File: src/rtl/regfile_wb_ctrl_if.sv
// Writeback/issue/decode bundle between the requesters, the decoder and regfile_wb_ctrl.
// The master side drives requests and source indices; the slave side is the controller.
interface regfile_wb_ctrl_if #(
    parameter int DATA_W = 32,
    parameter int IDX_W  = 5
);
    logic              AluReq;
    logic [IDX_W-1:0]  AluRD;
    logic [DATA_W-1:0] AluData;
    logic              AluGnt;
    logic              MemReq;
    logic [IDX_W-1:0]  MemRD;
    logic [DATA_W-1:0] MemData;
    logic              MemGnt;
    logic              IssueVld;
    logic [IDX_W-1:0]  IssueRD;
    logic [IDX_W-1:0]  RS1;
    logic [IDX_W-1:0]  RS2;
    logic              Hazard;
    logic [IDX_W-1:0]  RD;
    logic [DATA_W-1:0] WData;
    logic              RegWr;
    logic              BusyErr;

    modport master (
        output AluReq, AluRD, AluData, MemReq, MemRD, MemData,
        output IssueVld, IssueRD, RS1, RS2,
        input  AluGnt, MemGnt, Hazard, RD, WData, RegWr, BusyErr
    );

    modport slave (
        input  AluReq, AluRD, AluData, MemReq, MemRD, MemData,
        input  IssueVld, IssueRD, RS1, RS2,
        output AluGnt, MemGnt, Hazard, RD, WData, RegWr, BusyErr
    );
endinterface

File: src/rtl/regfile_wb_ctrl.sv
// Register-file writeback arbiter with busy scoreboard and hazard detection.
// Define WB_RR_ARB_EN for round-robin arbitration; otherwise Mem has fixed priority over ALU.
module regfile_wb_ctrl #(
    parameter int DATA_W = 32,
    parameter int IDX_W  = 5
) (
    input  logic              Clk,
    input  logic              Reset,
    regfile_wb_ctrl_if.slave  bus
);
    localparam int NREG = 1 << IDX_W;

    logic              alu_gnt;
    logic              mem_gnt;

    logic              wb_vld_p0;
    logic [IDX_W-1:0]  wb_rd_p0;
    logic [DATA_W-1:0] wb_data_p0;

    logic              vld_p1;
    logic [IDX_W-1:0]  rd_p1;
    logic [DATA_W-1:0] wdata_p1;

    logic [NREG-1:0]   busy_q;
    logic [NREG-1:0]   busy_d;
    logic [NREG-1:0]   set_mask;
    logic [NREG-1:0]   clr_mask;
    logic              busy_err_q;
    logic              busy_err_d;

`ifdef WB_RR_ARB_EN
    typedef enum logic {PTR_MEM, PTR_ALU} ptr_t;
    ptr_t ptr_q;
    ptr_t ptr_d;

    always_ff @(posedge Clk or posedge Reset) begin
        if (Reset) begin
            ptr_q <= PTR_MEM;
        end else begin
            ptr_q <= ptr_d;
        end
    end

    // The pointer names the side that wins a tie; it flips to the other side after each grant.
    always_comb begin
        alu_gnt = 1'b0;
        mem_gnt = 1'b0;
        ptr_d   = ptr_q;
        if (!Reset) begin
            if (bus.MemReq && (!bus.AluReq || ptr_q == PTR_MEM)) begin
                mem_gnt = 1'b1;
                ptr_d   = PTR_ALU;
            end else if (bus.AluReq) begin
                alu_gnt = 1'b1;
                ptr_d   = PTR_MEM;
            end
        end
    end
`else
    always_comb begin
        alu_gnt = 1'b0;
        mem_gnt = 1'b0;
        if (!Reset) begin
            mem_gnt = bus.MemReq;
            alu_gnt = bus.AluReq && !bus.MemReq;
        end
    end
`endif

    // Stage p0: select the granted writeback
    always_comb begin
        wb_vld_p0  = mem_gnt || alu_gnt;
        wb_rd_p0   = mem_gnt ? bus.MemRD   : bus.AluRD;
        wb_data_p0 = mem_gnt ? bus.MemData : bus.AluData;
    end

    // Stage p1: registered register-file write port
    always_ff @(posedge Clk or posedge Reset) begin
        if (Reset) begin
            vld_p1   <= 1'b0;
            rd_p1    <= '0;
            wdata_p1 <= '0;
        end else begin
            vld_p1 <= wb_vld_p0 && (wb_rd_p0 != '0);
            if (wb_vld_p0) begin
                rd_p1    <= wb_rd_p0;
                wdata_p1 <= wb_data_p0;
            end
        end
    end

    // A set in the same cycle as the commit of that register overrides the clear.
    always_comb begin
        set_mask   = (bus.IssueVld && bus.IssueRD != '0) ? (NREG'(1) << bus.IssueRD) : '0;
        clr_mask   = vld_p1 ? (NREG'(1) << rd_p1) : '0;
        busy_d     = ((busy_q & ~clr_mask) | set_mask) & ~NREG'(1);
        busy_err_d = busy_err_q || (|(busy_q & ~clr_mask & set_mask));
    end

    always_ff @(posedge Clk or posedge Reset) begin
        if (Reset) begin
            busy_q     <= '0;
            busy_err_q <= 1'b0;
        end else begin
            busy_q     <= busy_d;
            busy_err_q <= busy_err_d;
        end
    end

    assign bus.AluGnt  = alu_gnt;
    assign bus.MemGnt  = mem_gnt;
    assign bus.Hazard  = !Reset && (((bus.RS1 != '0) && busy_q[bus.RS1]) ||
                                    ((bus.RS2 != '0) && busy_q[bus.RS2]));
    assign bus.RD      = rd_p1;
    assign bus.WData   = wdata_p1;
    assign bus.RegWr   = vld_p1;
    assign bus.BusyErr = busy_err_q;
endmodule

File: src/flat_wrapper.sv
// flat-port wrapper written by rule: the top's interface ports become plain ports
module regfile_wb_ctrl_flat 
#(
    parameter int DATA_W = 32,
    parameter int IDX_W  = 5
)
  (Clk, Reset, bus_AluReq, bus_AluRD, bus_AluData, bus_MemReq, bus_MemRD, bus_MemData, bus_IssueVld, bus_IssueRD, bus_RS1, bus_RS2, bus_AluGnt, bus_MemGnt, bus_Hazard, bus_RD, bus_WData, bus_RegWr, bus_BusyErr);
  regfile_wb_ctrl_if #(.DATA_W(DATA_W), .IDX_W(IDX_W)) bus_i ();
  input  logic Clk;
  input  logic Reset;
  input wire logic [$bits(bus_i.AluReq)-1:0] bus_AluReq;
  input wire logic [$bits(bus_i.AluRD)-1:0] bus_AluRD;
  input wire logic [$bits(bus_i.AluData)-1:0] bus_AluData;
  input wire logic [$bits(bus_i.MemReq)-1:0] bus_MemReq;
  input wire logic [$bits(bus_i.MemRD)-1:0] bus_MemRD;
  input wire logic [$bits(bus_i.MemData)-1:0] bus_MemData;
  input wire logic [$bits(bus_i.IssueVld)-1:0] bus_IssueVld;
  input wire logic [$bits(bus_i.IssueRD)-1:0] bus_IssueRD;
  input wire logic [$bits(bus_i.RS1)-1:0] bus_RS1;
  input wire logic [$bits(bus_i.RS2)-1:0] bus_RS2;
  output wire logic [$bits(bus_i.AluGnt)-1:0] bus_AluGnt;
  output wire logic [$bits(bus_i.MemGnt)-1:0] bus_MemGnt;
  output wire logic [$bits(bus_i.Hazard)-1:0] bus_Hazard;
  output wire logic [$bits(bus_i.RD)-1:0] bus_RD;
  output wire logic [$bits(bus_i.WData)-1:0] bus_WData;
  output wire logic [$bits(bus_i.RegWr)-1:0] bus_RegWr;
  output wire logic [$bits(bus_i.BusyErr)-1:0] bus_BusyErr;
  assign bus_i.AluReq = bus_AluReq;
  assign bus_i.AluRD = bus_AluRD;
  assign bus_i.AluData = bus_AluData;
  assign bus_i.MemReq = bus_MemReq;
  assign bus_i.MemRD = bus_MemRD;
  assign bus_i.MemData = bus_MemData;
  assign bus_i.IssueVld = bus_IssueVld;
  assign bus_i.IssueRD = bus_IssueRD;
  assign bus_i.RS1 = bus_RS1;
  assign bus_i.RS2 = bus_RS2;
  assign bus_AluGnt = bus_i.AluGnt;
  assign bus_MemGnt = bus_i.MemGnt;
  assign bus_Hazard = bus_i.Hazard;
  assign bus_RD = bus_i.RD;
  assign bus_WData = bus_i.WData;
  assign bus_RegWr = bus_i.RegWr;
  assign bus_BusyErr = bus_i.BusyErr;
  regfile_wb_ctrl #(.DATA_W(DATA_W), .IDX_W(IDX_W)) u_core (.Clk(Clk), .Reset(Reset), .bus(bus_i));
endmodule
File: config.mk
export PLATFORM = sky130hd
export DESIGN_NAME = regfile_wb_ctrl_flat
export DESIGN_NICKNAME = d
export VERILOG_FILES = /design/src/rtl/regfile_wb_ctrl_if.sv /design/src/rtl/regfile_wb_ctrl.sv /design/src/flat_wrapper.sv
export SDC_FILE = /design/constraint.sdc
export NUM_CORES = 1
export LEC_CHECK = 0
export BUFFER_PORTS_ARGS = -buffer_cell sky130_fd_sc_hd__buf_2
export CAP_MARGIN = 40
export CORE_UTILIZATION = 48
export CTS_BUF_LIST = sky130_fd_sc_hd__clkbuf_4
export CTS_CLUSTER_DIAMETER = 40
export DETAILED_ROUTE_END_ITERATION = 7
export GPL_TIMING_DRIVEN = 0
export PLACE_DENSITY_LB_ADDON = 0.05
export SLEW_MARGIN = 30
export SYNTH_ARGS = -nofsm -noshare
export SYNTH_HDL_FRONTEND = slang
export SYNTH_SLANG_ARGS = --single-unit
File: constraint.sdc
create_clock -name Clk -period 3.6 [get_ports Clk]
set_input_delay 0.9 -clock Clk [delete_from_list [all_inputs] [get_ports Clk]]
set_output_delay 0.9 -clock Clk [all_outputs]
set_load 0.05 [all_outputs]
==> flow_summary.toml, run 1 <==
[clock_tree]
hold_buffers = 0
tritoncts = "yes"
cts_sinks = 70
numCtsBuffers = 9
cts-root-buf = "clkbuf_4"
cts.reportedPaths.clkPinSlew_ps = 120
clk_path_buf_depth = 2
cts_setup_buffers = 0
clk_latency_ps = 420
post_cts_resized = 0
htree_levels = 3

[sta]
rsz0062_at_grt = "false"
fin_crit_ps = 3490
final.period_utilization = 0.969
skew_ps = 14.0
max-slew-margin-rel = 0.527
setup_viol = 0
fin_worst_hold_slack_ps = 475
tightest_slew_ps = 708
final_hold_viol_count = 0
max_freq_ghz = 0.287
report.final.slew_viol_count = 0

[logic_synthesis]
synth_ff_type = "dfrtp_1"
synth_top_cell_area_share = 0.426
synth_common_cells = "103 x nand2_1, 71 x o21ai_0, 70 x dfrtp_1"
ys_async_sr_fraction = 1.00
synth-edff-count = 0
synth_area_leaders = "dfrtp_1 43%, mux2i_1 10%, nand2_1 9.4%"
synth.most_common_cell = "nand2_1"
syn_inst = 432
synthesis.nets = 526
yosysUniqueCellTypes = 39
yosysSeqAreaShare = 0.426
ys_seq_elements = 70
yosysTopAreaCell = "dfrtp_1"
yosysWarnings = 0
syn_area_per_cell_sq_um = 9.51
syn_area_sq_mm = 0.00411

[floorplan]
core-area_sq_mm = 0.00826
die_area_sq_mm = 0.00893
pin_count = 136
initial_core_util = 0.497
fp.dieW_microns = 94.5
rows = 33
fp.dieH_microns = 94.5

[power]
power.density_mw_per_mm2 = 514
p_leak_nw = 2.13
ir_drop_v = 0.000229

[placement]
hpwl_microns = 8900
place_area_sq_mm = 0.00497
gp_congestion = 0.885
portBuffers = 129

[critical_path]
rr_endpoint = "u_core.bus.BusyErr$_DFF_PP0_"
start_kind = "primary input"
rr_worst_depth = 6
crit_chain = "buf_6 > buf_6 > mux2_2 > a221oi_1 > a2111oi_0 > o41ai_1 > nand3_1 > buf_2"
crit_type = "primary input to output port"
crit_top_cell = "buf_6"
path_max_fanout = 10
rr_startpoint = "u_core.bus.RD[0]$_DFFE_PP0P_"
max_stage_delay_ps = 360
r2r_slack_ps = 1490
worstSetupStartpoint = "bus_RS2[0]"
arrival_ps = 2590
worst_setup_path_end_kind = "output port"
required_ps = 2700
slowest_stage = "o41ai_1"
endpoint = "bus_Hazard"

[global_routing]
grt-ovfl-total = 0
grt_max_degree = 29
grt_pass1_wl_microns = 18900
grt_use_total = 0.280
grt_antenna_before_repair = 0
grt_pass1_vias = 3691

[final_layout]
fill_cells = 723
areaGrowthSynthToFinish_pct = 24.7
drive_above_1_share = 0.307
design_area_sq_mm = 0.00512
antenna_cells = 0
nets = 669
final_core_util = 0.620

[drt]
drt-total-wl_microns = 11900
viasPerCell = 5.86
drc = 0
vias = 4011
wire_per_inst_microns = 17.4
ant_nets = 0
dr.pass1.iters = 5
dr.first_iter.drc_count = 263

[run_status]
outcome = "finished clean"

[flow_run]
maxCapViolCount = 0

[hold_path]
hp-class = "primary input to asynchronous set/reset pin"
-- cell type report --
type,instances,area [sq um],area share
flip-flops and latches,70,1750,0.342
plain buffers,37,173,0.0337
repair buffers,132,721,0.141
multi-input cells,320,2170,0.424
inverters,5,22.5,0.00440
well taps,105,131,0.0256
clock inverters,6,86.3,0.0168
clock buffers,9,67.6,0.0132
-- worst min path at each step --
stage	start	end	slack [ps]	depth (start not counted)
after floorplan	u_core.busy_q[3]$_DFF_PP0_	u_core.busy_q[3]$_DFF_PP0_	500	2
after global placement	u_core.bus.WData[7]$_DFFE_PP0P_	u_core.bus.WData[7]$_DFFE_PP0P_	540	2
after detailed placement	u_core.bus.WData[5]$_DFFE_PP0P_	u_core.bus.WData[5]$_DFFE_PP0P_	560	2
after CTS	Reset	u_core.bus.WData[9]$_DFFE_PP0P_	460	2
after global routing	Reset	u_core.bus.WData[9]$_DFFE_PP0P_	470	2
final	Reset	u_core.bus.WData[9]$_DFFE_PP0P_	480	2
-- registers in the layout, summed over array words and instances (netlist names) --
signal	cells
u_core.bus.RD	5
u_core.busy_q	31
u_core.bus.BusyErr	1
u_core.bus.RegWr	1
u_core.bus.WData	32
-- logic make-up (layout without fill, tap and decap cells) --
logic type | count (synthesis) | after routing | share of synthesized area
multiplexers | 58 | 58 | 0.174
AO/OA/AOI/OAI | 114 | 114 | 0.178
AND/OR/NAND/NOR | 148 | 148 | 0.175
buffers and inverters | 42 | 189 | 0.0466
flip-flops | 70 | 70 | 0.426
-- through the flow --
| stage | setup WS (ps) | cells | total power [W] | TNS [ps] |
|---|---|---|---|---|
| final | 110 | 684 | 0.00263 | 0 |
| after global routing | 26.9 | 684 | 0.00278 | 0 |
| after CTS | 62.5 | 684 | 0.00264 | 0 |
| after detailed placement | 69.8 | 669 | 0.00207 | 0 |
| after global placement | -456 | 666 | 0.00204 | -456 |
| after floorplan | 171 | 432 | 0.00176 | 0 |
-- routing by layer --
layer | global-route usage | share of wire | up-vias
li1 | - | - | 1881
met1 | 0.396 | 0.44 | 1932
met2 | 0.425 | 0.47 | 178
met3 | 0.0507 | 0.066 | 20
met4 | 0.112 | 0.018 | 0
met5 | 0 | 0 | -
-- cell usage in the layout (no fill, tap or decap), types with 3 or more instances in the layout --
master / count
buf_6: 3
nand4bb_1: 3
nor4_1: 3
a221oi_1: 3
mux2_2: 6
nor4bb_1: 3
mux4_2: 10
nor2b_1: 9
nor2_1: 3
clkbuf_4: 9
nand2_1: 103
nand2b_1: 3
a2111oi_0: 3
dfrtp_1: 70
o21ai_0: 71
inv_1: 4
nand4b_1: 3
and4b_1: 3
o2111ai_1: 30
buf_2: 135
clkbuf_1: 27
mux2i_1: 42
-- where the power goes --
group          internal, W  total, W  switching, W
Clock             0.000278  0.000562      0.000284
Sequential        0.000977   0.00120      0.000218
Combinational     0.000331  0.000874      0.000543
Total              0.00159   0.00263       0.00105
-- worst max-delay path, delay by kind of cell --
family	cells	cell delay (ps)
AOI/OAI and AO/OA	3	740
buffers and inverters	3	480
muxes	1	340
and+or+nand+nor	1	110
(Power assumes the default switching activity.)
==> run 2, diff against run 1 <==
REMOVE_ABC_BUFFERS = 1   (was not set)
==> flow_summary.toml, run 2 (same netlist as run 1, synthesis figures left out) <==
[clock_tree]
cts-root-buf = "clkbuf_4"
numCtsBuffers = 9
clk_path_buf_depth = 2
post_cts_resized = 0
tritoncts = "yes"
htree_levels = 3
cts_setup_buffers = 0
hold_buffers = 0
cts_sinks = 70
cts.reportedPaths.clkPinSlew_ps = 130
clk_latency_ps = 420

[drt]
drt-total-wl_microns = 10700
wire_per_inst_microns = 16.1
drc = 0
ant_nets = 0
vias = 3865
viasPerCell = 5.81
dr.first_iter.drc_count = 251
dr.pass1.iters = 5

[sta]
tightest_slew_ps = 721
max_freq_ghz = 0.291
skew_ps = 19.3
report.final.slew_viol_count = 0
layout_setup_ws_ps = 166
final.period_utilization = 0.954
fin_tns_setup_ps = 0
setup_viol = 0
fin_worst_hold_slack_ps = 551
fin_crit_ps = 3430
rsz0062_at_grt = "false"
max-slew-margin-rel = 0.512
final_hold_viol_count = 0

[run_status]
outcome = "finished clean"

[final_layout]
largest_reg_flops = 32
final_core_util = 0.615
drive_above_1_share = 0.341
areaGrowthSynthToFinish_pct = 23.6
multi_input_area_sq_mm = 0.00220
nets = 649
mostFrequentLayoutCell = "buf_2"
final_cell_mix = "136 x buf_2, 103 x nand2_1, 71 x o21ai_0"
antenna_cells = 0
design_area_sq_mm = 0.00508
fill_cells = 737
ff_latch_area_sq_mm = 0.00175

[critical_path]
required_ps = 2700
max_stage_delay_ps = 520
worst_setup_path_end_kind = "output port"
slowest_stage = "mux4_2"
path_max_fanout = 14
arrival_ps = 2530
crit_type = "primary input to output port"
crit_chain = "clkbuf_4 > mux4_2 > nor2_1 > nor4b_1 > o41ai_1 > nand3_1 > buf_2"
start_kind = "primary input"

[floorplan]
pin_count = 136
fp.dieW_microns = 94.5
die_area_sq_mm = 0.00893
rows = 33
initial_core_util = 0.497
fp.dieH_microns = 94.5
core-area_sq_mm = 0.00826

[flow_run]
maxCapViolCount = 0

[placement]
portBuffers = 135
hpwl_microns = 7850
place_area_sq_mm = 0.00492
gp_congestion = 0.904
post-place-ws_ps = 81.6

[global_routing]
grt_pass1_wl_microns = 17100
grt-ovfl-total = 0
grt_pass1_vias = 3439
grt_use_total = 0.247
grt_max_degree = 42
grt_antenna_before_repair = 0

[power]
p_leak_nw = 2.13
power.density_mw_per_mm2 = 502
ir_drop_v = 0.000312

[hold_path]
hp-class = "primary input to asynchronous set/reset pin"
==> run 2: changes by cell type in the layout (fill, tap and decap cells not counted), moves of 2 or more <==
cell      before  now
clkbuf_1      27    0
nor4bb_2       0    3
nor4bb_1       3    0
buf_4          1    8
buf_6          3    0
clkbuf_4       9   11
==> run 2: metrics by stage <==
stage / cells / power (W)
2_1_floorplan: 395 / 0.00174
3_3_place_gp: 635 / 0.00201
3_5_place_dp: 646 / 0.00204
4_1_cts: 662 / 0.00255
5_1_grt: 665 / 0.00270
6_report: 665 / 0.00255
==> run 2: final cells by class <==
type | count | area share
sequential | 70 | 0.345
inverter | 5 | 0.00419
multi-input combinational | 320 | 0.434
clock inverter | 7 | 0.0143
clock buffer | 9 | 0.0133
timing repair buffer | 149 | 0.164
tap | 105 | 0.0259
==> run 2: worst paths after layout <==
kind	start	endpoint	slack, ps	cells past startpoint
min in group Clk	u_core.bus.WData[9]$_DFFE_PP0P_	u_core.bus.WData[9]$_DFFE_PP0P_	580	2
setup reg to reg	u_core.bus.RD[3]$_DFFE_PP0P_	u_core.bus.BusyErr$_DFF_PP0_	1460	5
hold / removal	Reset	u_core.bus.WData[4]$_DFFE_PP0P_	550	2
max in group asynchronous	Reset	u_core.bus.RD[1]$_DFFE_PP0P_	2490	3
hold reg to reg	u_core.bus.WData[9]$_DFFE_PP0P_	u_core.bus.WData[9]$_DFFE_PP0P_	580	2
setup / recovery	bus_RS2[0]	bus_Hazard	170	7
==> run 2: critical path, delay by kind of cell <==
| kind | cells | cell delay [ps] |
|---|---|---|
| multiplexers | 1 | 520 |
| buffers and inverters | 2 | 460 |
| AO/OA/AOI/OAI | 1 | 390 |
| AND/OR/NAND/NOR | 3 | 260 |
==> run 2: power by group <==
group          internal (W)  switching [W]  total [W]
clock network      0.000213       0.000296   0.000509
registers          0.000977       0.000210    0.00119
logic              0.000326       0.000527   0.000852
==> run 2: routing by layer <==
layer,GRT usage,wire length [microns],share of wire
met5,0,0,0
met4,0.0631,112,0.010
met3,0.0644,776,0.073
met2,0.382,5000,0.47
met1,0.347,4810,0.45
